### src/rtl/alu_operand_sequencer.sv
// Operand sequencer feeding the 8-bit ALU: captures A, B and op code from switches,
// one debounced load press per item, then pulses op_valid once per complete set.

module alu_operand_sequencer_deb #(
  parameter int DEBOUNCE_CYCLES = 4
) (
  input  logic clk,
  input  logic rst_n,
  input  logic raw,
  output logic press
);
  localparam int CW = $clog2(DEBOUNCE_CYCLES + 1);

  logic [1:0]    sync_q, sync_d;
  logic          acc_q, acc_d;
  logic [CW-1:0] cnt_q, cnt_d;
  logic          press_q, press_d;

  // Accepted level flips only after the synced level has disagreed with it for
  // DEBOUNCE_CYCLES+1 consecutive samples; any agreement restarts the count.
  always_comb begin
    sync_d  = {sync_q[0], raw};
    acc_d   = acc_q;
    cnt_d   = '0;
    press_d = 1'b0;
    if (sync_q[1] != acc_q) begin
      if (cnt_q == CW'(DEBOUNCE_CYCLES)) begin
        acc_d   = ~acc_q;
        press_d = ~acc_q;
      end else begin
        cnt_d = cnt_q + 1'b1;
      end
    end
  end

  always_ff @(posedge clk or negedge rst_n) begin
    if (!rst_n) begin
      sync_q  <= '0;
      acc_q   <= 1'b0;
      cnt_q   <= '0;
      press_q <= 1'b0;
    end else begin
      sync_q  <= sync_d;
      acc_q   <= acc_d;
      cnt_q   <= cnt_d;
      press_q <= press_d;
    end
  end

  assign press = press_q;
endmodule

module alu_operand_sequencer #(
  parameter int DATA_W          = 8,
  parameter int OP_W            = 3,
  parameter int MAX_OP          = 5,
  parameter int DEBOUNCE_CYCLES = 4
) (
  input  logic              clk,
  input  logic              rst_n,
  input  logic [DATA_W-1:0] sw,
  input  logic              btn_load,
  input  logic              btn_clear,
  output logic [DATA_W-1:0] A,
  output logic [DATA_W-1:0] B,
  output logic [OP_W-1:0]   Cntr,
  output logic              op_valid,
  output logic              op_err,
  output logic [2:0]        stage
);
  typedef enum logic [2:0] {
    S_A     = 3'd0,
    S_B     = 3'd1,
    S_OP    = 3'd2,
    S_ISSUE = 3'd3,
    S_HOLD  = 3'd4
  } state_t;

  // bit 0 = load, bit 1 = clear
  logic [1:0] raw_btn;
  logic [1:0] press;

  assign raw_btn = {btn_clear, btn_load};

  genvar g;
  generate
    for (g = 0; g < 2; g++) begin : g_btn
      alu_operand_sequencer_deb #(.DEBOUNCE_CYCLES(DEBOUNCE_CYCLES)) u_deb (
        .clk   (clk),
        .rst_n (rst_n),
        .raw   (raw_btn[g]),
        .press (press[g])
      );
    end
  endgenerate

  state_t            state_q, state_d;
  logic [DATA_W-1:0] a_q, a_d, b_q, b_d;
  logic [OP_W-1:0]   cntr_q, cntr_d;
  logic              op_valid_q, op_valid_d;
  logic              op_err_q, op_err_d;
  logic              ld, clr;

  assign ld  = press[0];
  assign clr = press[1];

  always_comb begin
    state_d  = state_q;
    a_d      = a_q;
    b_d      = b_q;
    cntr_d   = cntr_q;
    op_err_d = op_err_q;
    if (clr) begin
      a_d      = '0;
      b_d      = '0;
      cntr_d   = '0;
      op_err_d = 1'b0;
      state_d  = S_A;
    end else begin
      case (state_q)
        S_A: if (ld) begin
          a_d      = sw;
          op_err_d = 1'b0;
          state_d  = S_B;
        end
        S_B: if (ld) begin
          b_d     = sw;
          state_d = S_OP;
        end
        S_OP: if (ld) begin
          if (sw[OP_W-1:0] <= OP_W'(MAX_OP)) begin
            cntr_d   = sw[OP_W-1:0];
            op_err_d = 1'b0;
            state_d  = S_ISSUE;
          end else begin
            op_err_d = 1'b1;
          end
        end
        S_ISSUE: state_d = S_HOLD;
        // Restart press only returns to S_A; it does not also capture A.
        S_HOLD:  if (ld) state_d = S_A;
        default: state_d = S_A;
      endcase
    end
    // Registered so op_valid is high exactly while the FSM sits in S_ISSUE.
    op_valid_d = (state_d == S_ISSUE);
  end

  always_ff @(posedge clk or negedge rst_n) begin
    if (!rst_n) begin
      state_q    <= S_A;
      a_q        <= '0;
      b_q        <= '0;
      cntr_q     <= '0;
      op_valid_q <= 1'b0;
      op_err_q   <= 1'b0;
    end else begin
      state_q    <= state_d;
      a_q        <= a_d;
      b_q        <= b_d;
      cntr_q     <= cntr_d;
      op_valid_q <= op_valid_d;
      op_err_q   <= op_err_d;
    end
  end

  assign A        = a_q;
  assign B        = b_q;
  assign Cntr     = cntr_q;
  assign op_valid = op_valid_q;
  assign op_err   = op_err_q;
  assign stage    = state_q;
endmodule
### config.mk
export PLATFORM = sky130hd
export DESIGN_NAME = alu_operand_sequencer
export DESIGN_NICKNAME = d
export VERILOG_FILES = /design/src/rtl/alu_operand_sequencer.sv
export SDC_FILE = /design/constraint.sdc
export NUM_CORES = 1
export LEC_CHECK = 0
export CAP_MARGIN = 20
export CELL_PAD_IN_SITES_DETAIL_PLACEMENT = 1
export CELL_PAD_IN_SITES_GLOBAL_PLACEMENT = 2
export CORE_ASPECT_RATIO = 1.1
export CORE_MARGIN = 3
export CORE_UTILIZATION = 31
export CTS_CLUSTER_DIAMETER = 80
export DETAILED_ROUTE_END_ITERATION = 7
export PLACE_DENSITY_LB_ADDON = 0.1
export SETUP_SLACK_MARGIN = 0.3
export SLEW_MARGIN = 10
export SYNTH_ARGS = -nofsm -noshare
export SYNTH_HDL_FRONTEND = slang
export SYNTH_SLANG_ARGS = --single-unit
export TNS_END_PERCENT = 10
### constraint.sdc
create_clock -name clk -period 1.6 [get_ports clk]
set_input_delay 0.4 -clock clk [delete_from_list [all_inputs] [get_ports clk]]
set_output_delay 0.4 -clock clk [all_outputs]
set_load 0.01 [all_outputs]
**Word-level counts from Yosys, hierarchy flattened**

Cells that the tools add are included.
Widths: inputs -> output; s select.

- $add $sub $neg: 2
- $lt $le $gt $ge: 1
- Eq/ne operators: 11
- Mux-type cells: 29
- Bitwise gates (word level): 2
- Reductions and logical operators: 13

Operators with widths:

| kind | number |
|---|---|
| $mux 3 | 14 |
| $mux 8 | 5 |
| $pmux 3 s5 | 1 |
| $reduce_bool 2->1 | 5 |
| $eq 3x2->1 const B | 3 |
| $eq 3x3->1 const B | 3 |
| $mux 1 | 8 |
| $reduce_and 2->1 | 4 |
| $add 3x1->3 const B | 2 |
| $ne 3x1->1 const B | 2 |
| $reduce_and 3->1 | 2 |
| $eq 3x1->1 const B | 1 |
| $le 3x3->1 const B | 1 |
| $logic_not 3->1 | 1 |
| $reduce_bool 3->1 | 1 |
| $ne 1x1->1 | 2 |
| $not 1->1 | 2 |
| $pmux 1 s2 | 1 |

- Register bits: 38
- Input bits: 12
- Logic and storage cells: 72

**Logic depth before layout (Yosys ltp)**

- Word-level depth: 6
- Gate-level depth with buffers: 5
- Depth with buffers taken out: 5

**Cells and area by module**

A second synthesis with hierarchy kept.

- Cells, all modules: 141
- Area, all modules: 1642.8 sq um

Modules (own cells, without submodules):

| module | instances | cells each | area each (sq um) |
|---|---|---|---|
| alu_operand_sequencer | 1 | 101 | 1097.3 |
| alu_operand_sequencer_deb | 2 | 20 | 272.8 |

**Least setup slack after synthesis**

OpenSTA, ideal clock, no wires.

- Path type: flip-flop to flip-flop
- Start: reg state_q[0] (netlist: stage[0])
- End: reg a_q[0] (netlist: A[0])
- Setup time: 0.136 ns
- Data arrival time: 1.302 ns
- Data required time: 1.464 ns
- Setup slack: 0.161 ns
- Stages on the path, launching flop included: 6
- Buffers on the path: 2
- Clock period less this slack: 1.439 ns
- Cell sequence: dfrtp_1 buf_6 or4b_1 buf_2 nand2_1 a21oi_1

- Longest elaborated chain between the ends: 3

RTL lines:

| element | RTL line | RTL |
|---|---|---|
| start: declaration | 97 | `state_t state_q, state_d;` |
| start signal: assignment | 158 | `state_q <= state_d;` |
| $logic_not 3->1 | 120 | `case (state_q)` |
| $reduce_bool 2->1 (no line) | -- |  |
| $reduce_and 2->1 (no line) | -- |  |
| end signal: assignment | 152 | `a_q <= '0;` |
| end signal: assignment | 159 | `a_q <= a_d;` |
| end: declaration | 98 | `logic [DATA_W-1:0] a_q, a_d, b_q, b_d;` |

No other way between the ends.
A chain may end at the register's enable or synchronous reset.

**Final worst setup path**

- Start: reg state_q[0] (netlist: stage[0])
- End: reg a_q[3] (netlist: A[3])

Same word-level chain as after synthesis.

==> impl_metrics.ini <==
[status]
outcome = completed

[synth]
yosysWarnings = 0
synth_top_area_share_pct = 58.5
synth_area_leaders = dfrtp_1 58%, mux2i_1 6.8%, nand2_1 4.4%
synth_largest_area_cell = dfrtp_1
mappedNetlistNets = 160
yosysUniqueCellTypes = 32
syn_area_um2 = 1630
synthCells = 144
synth_seq_cells = 38
yosysSeqAreaShare_pct = 58.5
avgSynthCellArea_um2 = 11.3

[layout]
drive_gt1_share_pct = 18.6
syn2layout_area_growth_pct = 36.7
seqCellArea_um2 = 952
multi_input_area_um2 = 628
diodes = 0
final_nets = 209
fillers = 545

[timing]
grt_setup_unrepaired = true
skew_ps = 3.95
finalHoldWorstSlack_ps = 31.9
slew_viol_final = 0
setup_violations = 0
finalHoldViolations = 0
fmax_mhz = 710
finalCriticalPeriod_ps = 1410
period_share_pct = 88.0
tightest_slew_ps = 689
relSlewSlack_pct = 54.1

[die]
fp.coreArea_um2 = 5030
rows = 27
ios = 36
die-area_um2 = 6150
die_width_um = 75.1
die-height_um = 82.0
start_util_pct = 32.3

[clock_network]
numCtsBuffers = 5
cts_num_sinks = 38
clk-insertion-delay-late_ps = 280
path_clk_slew_ps = 70
cts_tree = done
cts_max_level = 2
clockBufferDepth = 2
clockRootBuffer = clkbuf_8

[detailed_routing]
vias = 1187
first_iter_violations = 60
drt_pass1_iterations = 4
ant_nets = 0
wl_per_cell_um = 14.4
wl_um = 3620
viasPerCell = 4.71
drc_errors = 0

[placed_design]
io_buffers = 35
dp_hpwl_um = 2690
gp_congestion = 0.725

[critical_path]
crit_path_end_kind = flip-flop
crit_arrival_ps = 1540
reg2reg_slack_ps = 190
worstPathRequired_ps = 1730
r2r.worst_path.cells = 4
critPathKind = flip-flop to flip-flop
cp_max_fo = 8
reg2reg_to = A[3]
start_kind = flip-flop
r2r_start = stage[0]

[power_and_ir_drop]
peakVddDrop_v = 0.000603
power.total_mw = 3.20
p_per_area_nw_per_um2 = 1440
p_leak_nw = 1.08

[grt]
antenna_found_initial = 0
track_usage_pct = 13.1
overflow = 0
grt_max_degree = 24
first_global_vias = 1320
grt_pass1_wl_um = 6120

[hold_path]
hp-class = input port to async pin

[flow_run]
maxCapViolCount = 0
cells in the mapped netlist (all sizes together):
cell type,count
xor2,1
ha,4
and3b,1
a211oi,1
nand3b,1
and4bb,1
or4b,1
nand2b,7
o21ai,1
a22oi,1
mux2i,11
mux2,2
o21a,1
a21oi,12
nor2b,3
nor4b,2
inv,7
nand2,19
nand3,1
nor3,2
clkbuf,3
nor3b,5
buf,4
dfrtp,38
nor2,11
nor4,1
xnor2,2
or4,1
kinds of logic after synthesis:
| logic type | synth area share, % |
|---|---|
| multiplexers | 8.15 |
| adder cells (fa/ha/maj) | 3.08 |
| XOR/XNOR | 1.62 |
| flip-flops | 58.5 |
| buffers and inverters | 4.08 |
| AO/OA/AOI/OAI | 5.38 |
| AND/OR/NAND/NOR | 19.2 |
area by class of cell:
type | instances | area share [%]
flip-flops and latches | 38 | 42.8
multi-input cells | 92 | 28.2
repair buffers | 49 | 20.2
clock buffers | 6 | 3.71
well taps | 58 | 3.26
inverters | 7 | 1.18
clock inverters | 2 | 0.563
state kept, by name, summed over array words and instances, names as in the netlist:
| signal | flops |
|---|---|
| g_btn.u_deb.acc_q | 2 |
| A | 8 |
| op_valid | 1 |
| stage | 3 |
| op_err | 1 |
| g_btn.u_deb.sync_q | 4 |
| g_btn.u_deb.cnt_q | 6 |
| g_btn.u_deb.press | 2 |
| B | 8 |
| Cntr | 3 |
layout by cell type (no fill, tap or decap), types with 2 or more instances in the layout:
cell type,netlist,final
ha_1,4,4
dlygate4sd2_1,0,21
buf_6,1,4
dfrtp_1,38,37
nand2_1,19,17
clkbuf_8,0,6
a21oi_1,12,11
inv_1,6,6
buf_12,0,2
nor3_1,2,2
mux2i_1,11,11
clkdlybuf4s50_1,0,10
nor2b_1,3,3
nor2_1,11,11
buf_2,2,4
buf_4,1,8
mux2_2,2,2
nand2b_1,7,7
nor3b_1,5,5
xnor2_1,2,2
nand2_2,0,2
power breakdown:
group / internal (mW) / leakage [nW] / total, mW / switching, mW
combinational: 0.564 / 0.550 / 1.09 / 0.528
clock: 0.346 / 0.0472 / 0.667 / 0.321
sequential: 1.26 / 0.478 / 1.44 / 0.179
total: 2.17 / 1.08 / 3.20 / 1.03
worst max-delay path by stage:
stage	depth (start not counted)	to	slack, ps	startpoint
floorplan	5	A[0]	160	stage[2]
global placement	4	op_err	1	sw[1]
detailed placement	4	op_err	-50	sw[1]
CTS	4	A[5]	160	stage[0]
global route	5	B[2]	110	stage[1]
finish	4	A[3]	190	stage[0]
routing by layer:
layer | part of all wire [%] | GRT usage (%) | vias up
met5 | 0 | 0 | -
met4 | 1.1 | 5.34 | 0
met3 | 3.8 | 3.30 | 5
met2 | 51 | 21.8 | 23
met1 | 44 | 16.1 | 585
li1 | - | - | 574
through the flow:
| stage | instances | setup WS [ps] | TNS, ps | util (%) | cell area (um^2) |
|---|---|---|---|---|---|
| after floorplan | 144 | 163 | 0 | - | 1640 |
| after global placement | 240 | 1.42 | 0 | 41.8 | 2100 |
| after detailed placement | 240 | -48.6 | -48.6 | 41.8 | 2100 |
| after CTS | 249 | 159 | 0 | 43.3 | 2180 |
| after global routing | 252 | 108 | 0 | 44.2 | 2220 |
| final | 252 | 192 | 0 | 44.2 | 2220 |
critical path, stage by stage, from the launching register on:
cell	delay, ps
dfrtp_2	410
buf_6	130
or4b_4	550
nand2_1	110
a21oi_1	60
what timing repair did:
| action | in CTS | in global routing |
|---|---|---|
| endpoints found under the setup margin | 45 | 44 |
| hold buffers | 0 | 0 |
| setup buffers | 1 | 3 |
| gates resized for setup | 36 | 7 |
| pin swaps | 1 | 4 |
Note: power is estimated with default switching activity, not from simulation.
